`config.mk`:
```
export PLATFORM = sky130hd
export DESIGN_NAME = servo_led_gpio_top_flat
export DESIGN_NICKNAME = d
export VERILOG_FILES = /design/src/rtl/servo_led_if.sv /design/src/rtl/servo_led_gpio_top.sv /design/src/flat_wrapper.sv
export SDC_FILE = /design/constraint.sdc
export NUM_CORES = 1
export LEC_CHECK = 0
export BUFFER_PORTS_ARGS = -buffer_cell sky130_fd_sc_hd__buf_2
export CAP_MARGIN = 10
export CORE_ASPECT_RATIO = 0.5
export CORE_MARGIN = 2
export CORE_UTILIZATION = 55
export CTS_BUF_LIST = sky130_fd_sc_hd__clkbuf_8
export DETAILED_ROUTE_END_ITERATION = 12
export HOLD_SLACK_MARGIN = 0.1
export PLACE_DENSITY = 0.77
export SKIP_CTS_REPAIR_TIMING = 1
export SLEW_MARGIN = 0
export SYNTH_ARGS = -nofsm -noshare
export SYNTH_HDL_FRONTEND = slang
export SYNTH_SLANG_ARGS = --single-unit
```
`constraint.sdc`:
```
create_clock -name clk -period 2.4 [get_ports clk]
set_input_delay 0.24 -clock clk [delete_from_list [all_inputs] [get_ports clk]]
set_output_delay 0.24 -clock clk [all_outputs]
set_load 0.03 [all_outputs]
```
`src/rtl/servo_led_if.sv`:
```
// servo_led_if: board-facing servo PWM and RGB LED pin bundle
interface servo_led_if;
  logic [2:0] gpio;
  logic       led_red;
  logic       led_green;
  logic       led_blue;
  modport master (output gpio, led_red, led_green, led_blue);
  modport slave  (input  gpio, led_red, led_green, led_blue);
endinterface

```
`src/rtl/servo_led_gpio_top.sv`:
```
// servo_led_gpio_top: three triangle-sweeping RC-servo PWM channels with LED brightness tracking each position
module servo_led_gpio_top #(
  parameter int FRAME_CYCLES = 1_000_000,
  parameter int PULSE_MIN    = 50_000,
  parameter int PULSE_MAX    = 100_000,
  parameter int STEP         = 1_000,
  parameter int LED_SCALE    = 5
) (
  input  logic         clk,
  input  logic         rst_in,
  servo_led_if.master  io
);
  localparam int IDX_MAX = (PULSE_MAX - PULSE_MIN) / STEP;
  localparam int FW      = $clog2(FRAME_CYCLES);
  localparam int IW      = IDX_MAX > 0 ? $clog2(IDX_MAX + 1) : 1;
  logic [1:0]    sync;
  logic          rst_n;
  logic [FW-1:0] frame_cnt;
  logic [7:0]    led_cnt;
  logic          frame_end;
  logic [FW-1:0] pulse [3];
  logic [7:0]    duty  [3];
  // Assertion follows rst_in at once; release is retimed to clk.
  always_ff @(posedge clk or negedge rst_in)
    if (!rst_in) sync <= '0;
    else         sync <= {sync[0], 1'b1};
  assign rst_n     = sync[1];
  assign frame_end = frame_cnt == FW'(FRAME_CYCLES - 1);
  always_ff @(posedge clk or negedge rst_n)
    if (!rst_n) begin
      frame_cnt <= '0;
      led_cnt   <= '0;
    end else begin
      frame_cnt <= frame_end ? '0 : frame_cnt + 1'b1;
      led_cnt   <= led_cnt + 1'b1;
    end
  for (genvar i = 0; i < 3; i++) begin : g_ch
    localparam int I0 = i == 0 ? 0 : (i == 1 ? IDX_MAX / 2 : IDX_MAX);
    localparam bit D0 = i == 2;
    logic [IW-1:0] idx;
    logic          dn;
    // Bounce off the ends so each bound is held for exactly one frame.
    always_ff @(posedge clk or negedge rst_n)
      if (!rst_n) begin
        idx <= IW'(I0);
        dn  <= D0;
      end else if (frame_end) begin
        if (!dn) begin
          idx <= idx == IW'(IDX_MAX) ? idx - 1'b1 : idx + 1'b1;
          dn  <= idx == IW'(IDX_MAX);
        end else begin
          idx <= idx == '0 ? idx + 1'b1 : idx - 1'b1;
          dn  <= idx != '0;
        end
      end
    assign pulse[i] = FW'(PULSE_MIN) + FW'(idx) * FW'(STEP);
    assign duty[i]  = 8'(idx) * 8'(LED_SCALE);
  end
  always_ff @(posedge clk or negedge rst_n)
    if (!rst_n) begin
      io.gpio      <= '0;
      io.led_red   <= 1'b1;
      io.led_green <= 1'b1;
      io.led_blue  <= 1'b1;
    end else begin
      io.gpio      <= {frame_cnt < pulse[2], frame_cnt < pulse[1], frame_cnt < pulse[0]};
      io.led_red   <= ~(led_cnt < duty[0]);
      io.led_green <= ~(led_cnt < duty[1]);
      io.led_blue  <= ~(led_cnt < duty[2]);
    end
endmodule

```
`src/flat_wrapper.sv`:
```
// flat-port wrapper written by rule: the top's interface ports become plain ports
module servo_led_gpio_top_flat 
#(
  parameter int FRAME_CYCLES = 1_000_000,
  parameter int PULSE_MIN    = 50_000,
  parameter int PULSE_MAX    = 100_000,
  parameter int STEP         = 1_000,
  parameter int LED_SCALE    = 5
)
  (clk, rst_in, io_gpio, io_led_red, io_led_green, io_led_blue);
  servo_led_if io_i ();
  input  logic clk;
  input  logic rst_in;
  output wire logic [$bits(io_i.gpio)-1:0] io_gpio;
  output wire logic [$bits(io_i.led_red)-1:0] io_led_red;
  output wire logic [$bits(io_i.led_green)-1:0] io_led_green;
  output wire logic [$bits(io_i.led_blue)-1:0] io_led_blue;
  assign io_gpio = io_i.gpio;
  assign io_led_red = io_i.led_red;
  assign io_led_green = io_i.led_green;
  assign io_led_blue = io_i.led_blue;
  servo_led_gpio_top #(.FRAME_CYCLES(FRAME_CYCLES), .PULSE_MIN(PULSE_MIN), .PULSE_MAX(PULSE_MAX), .STEP(STEP), .LED_SCALE(LED_SCALE)) u_core (.clk(clk), .rst_in(rst_in), .io(io_i));
endmodule
```
==> impl_results.md <==
* Core area at 13700 um^2
* Root buffer cell: clkbuf_8
* Lkg Pwr at ~0.0053 uW
* Final min period at around 5 ns
* Clock latency on the worst-skew pair at 0.37 ns
* Drt drc at 0
* Unrepaired setup endpoints after global routing: yes
* Outcome: finished with violations
* RePlAce Congestion at 0.855
* Reg2reg start: u_core.g_ch[0].idx[4]
* R2r setup slk at -2.58 ns
* WP data arrival at 5.28 ns
* Syn-to-layout area delta at 35.3%
* CTS H-tree depth at 3
* Setup-failing EPs final at 6
* Starting Density at 57.1%
* Largest net degree at the start of global routing at 56
* Failing checks: setup timing
* Fmax at between 200 and 250 MHz
* Total number of yosys warnings at 0
* Port Buffers at 7
* DR pass1 iterations at 5
* ANT nets after route at 0
* Worst Tran Pin Value at 0.847 ns
* Overall routing resource usage at 27.0%
* HPWL Detailed at between 15000 and 20000 um
* Worst-path fanout max at 4
* Syn Std Cell Area at 7820 um^2
* Setup tns final at -8.12 ns
* Vias in the first global route at 7216
* Antenna violations before repair at 0
* Critical path's top delay family: adder cells
* Worst Path Buf+Inv at 2
* DR iter-0 viols at around 500
* Largest vdd supply drop at 0.225 mV
* Chip Height at 88.3 um
* Top_reg_cell synth: dfrtp_1
* Async S/R FF share, synth at 100%
* Die area at about 15000 um^2
* Setup crit start kind: flip-flop
* Crit end category: flip-flop
* Crit path cell chain: fa_2 > inv_2 > fa_1 > fa_1 > inv_1 > ha_4 > nor3_1 > nand3_1 > o22ai_1 > xnor2_1 > a31oi_1 > xnor2_1 > ha_1 > a21o_1 > a211oi_2 > o2111ai_1 > nand2_1
* Final Util at 77.2%
* Rows at 30
* Fin. Hold Viols at 0
* CTS tree: done
* Clock transition at path regs at 0.08 ns
* Final-report max-slew violation count at 0
* Worst relative slew slack at roughly 43%
* DIE WIDTH at around 170 um
* Vias at 7480
* Setup Skew at 0.0171 ns
* Total global routing overflow at 0
* Final wirelength at 24600 um
* Routed vias/inst at between 5 and 6
* Critical Path RT at between 2 and 3 ns
* Total power at ~1900 uW
* IO Pins at 8
* Number of flops mapped to enable cells by yosys at 0
* Final nets at ~1300
* Post-Syn Area per Cell at 9.36 um^2
* Final Cycle Share at 207%
* R2R Path End: u_core.io.gpio[0]
* Synth Instances at 835
* # clock sinks at 57
* Netlist cell types at 57
* DR WL/cell at 19.6 um
* Hold Crit Class: primary input to asynchronous set/reset pin
* Layout cell share with drive strength beyond 1 at 34.5%
* PD cells at 175 nW/um^2
* Max_cap viols at 0
* Post-Syn Nets at 1061
* Worst R2R Path Depth at 17
* TritonCTS buffer count at 9
* Clock buffer depth at 2
* Flops & latches, synth at 57
* CP max stage delay at 0.63 ns
* Max stage delay cell, worst path: fa_2
* WS Path Type: flip-flop to flip-flop
* Ant. Diodes at 0
* First-pass GRT wire length at about 33000 um
* Final WS setup at -2.58 ns
* Sequential area share after synthesis at ~18%
## kinds of logic (layout without fill, tap and decap cells)
logic type,Yosys count,in the layout,synth area share [%]
AOI/OAI and AO/OA,137,137,11.6
xor gates and xnor gates,109,109,12.2
adders and majority gates,224,224,39.3
buffers and inverters,111,335,5.46
DFF,57,57,18.4
muxes,5,5,0.640
other,1,1,0.0480
and+or+nand+nor,191,191,12.4
## area by class of cell
cell class / count / area (um^2)
multi-input combinational: 667 / 6660
fill: 783 / 3120
timing repair buffer: 212 / 1650
sequential: 57 / 1450
inverter: 107 / 405
tap: 192 / 240
clock buffer: 10 / 138
clock inverter: 6 / 35.0
## routing by layer
| metal | GRT usage [%] | vias to the layer above | share of wire, % |
|---|---|---|---|
| li1 | - | 3308 | - |
| met1 | 30.9 | 3638 | 38 |
| met2 | 51.2 | 383 | 48 |
| met3 | 5.58 | 151 | 7.2 |
| met4 | 9.71 | 0 | 6.1 |
| met5 | 0 | - | 0 |
## cells in the mapped netlist, types with 3 or more instances
library cell / instances / share of area (%)
a21oi_1: 36 / 2.3
or2_2: 6 / 0.48
dfstp_2: 10 / 3.4
nor2_1: 40 / 1.9
xor2_1: 38 / 4.3
mux2i_1: 5 / 0.64
nor2b_1: 7 / 0.56
a31oi_1: 5 / 0.40
o21ai_1: 7 / 0.45
nand2b_1: 8 / 0.64
a211oi_1: 5 / 0.48
nand3b_1: 3 / 0.29
nor3_1: 9 / 0.58
o311a_1: 3 / 0.38
dfrtp_1: 47 / 15
nand2_1: 49 / 2.4
o22ai_1: 4 / 0.32
nand4_1: 9 / 0.72
a211o_1: 3 / 0.34
ha_1: 188 / 30
fa_1: 36 / 9.2
inv_1: 107 / 5.1
and3_1: 12 / 0.96
o21ai_0: 16 / 1.0
nand3_1: 31 / 2.0
o31ai_1: 5 / 0.48
a21o_1: 27 / 2.6
a41oi_1: 5 / 0.56
o2111ai_1: 3 / 0.34
o21a_1: 7 / 0.67
xnor2_1: 71 / 8.0
## report_power, final
part           switching (uW)  internal [uW]
combinational            19.7           2.69
clock                     471            395
sequential              0.369            963
## layout by cell type, fill, tap and decap left out, types with 25 or more instances in the layout
cell,instances
buf_4,190
inv_1,93
xnor2_1,65
nand3_1,28
nor2_1,38
xor2_1,34
a21oi_1,25
dfrtp_1,39
a21o_1,26
ha_4,30
nand2_1,49
ha_1,154
## how the worst max path moves through the flow
stage	slack, ns	cells after the start	startpoint	end
5_1_grt	-2.68	20	u_core.g_ch[2].idx[5]	u_core.io.gpio[2]
6_report	-2.58	17	u_core.g_ch[0].idx[4]	u_core.io.gpio[0]
3_5_place_dp	-2.31	18	u_core.g_ch[1].idx[3]	u_core.io.gpio[1]
3_3_place_gp	-2.19	18	u_core.g_ch[1].idx[3]	u_core.io.gpio[1]
2_1_floorplan	-2.16	19	u_core.g_ch[2].idx[1]	u_core.io.gpio[2]
4_1_cts	-2.35	18	u_core.g_ch[1].idx[3]	u_core.io.gpio[1]
## state kept, by name (all words and copies together), names as in the netlist
signal and cells:
u_core.io.led_red 1, u_core.g_ch.idx 18, u_core.frame_cnt 20, u_core.g_ch.dn 3
u_core.sync 2, u_core.led_cnt 8, u_core.io.led_blue 1, u_core.io.gpio 3
u_core.io.led_green 1
## per-stage QoR
stage	cells	hold WS (ns)	area, um^2	setup slack [ns]
final	1251	0.175	10600	-2.58
after global routing	1251	0.184	10600	-2.68
after CTS	1228	-0.369	9830	-2.35
after detailed placement	1212	0.0273	9660	-2.31
after global placement	1212	0.0265	9660	-2.19
after floorplan	835	-0.0556	8030	-2.16
No activity file was read; power rests on OpenSTA's default activity.
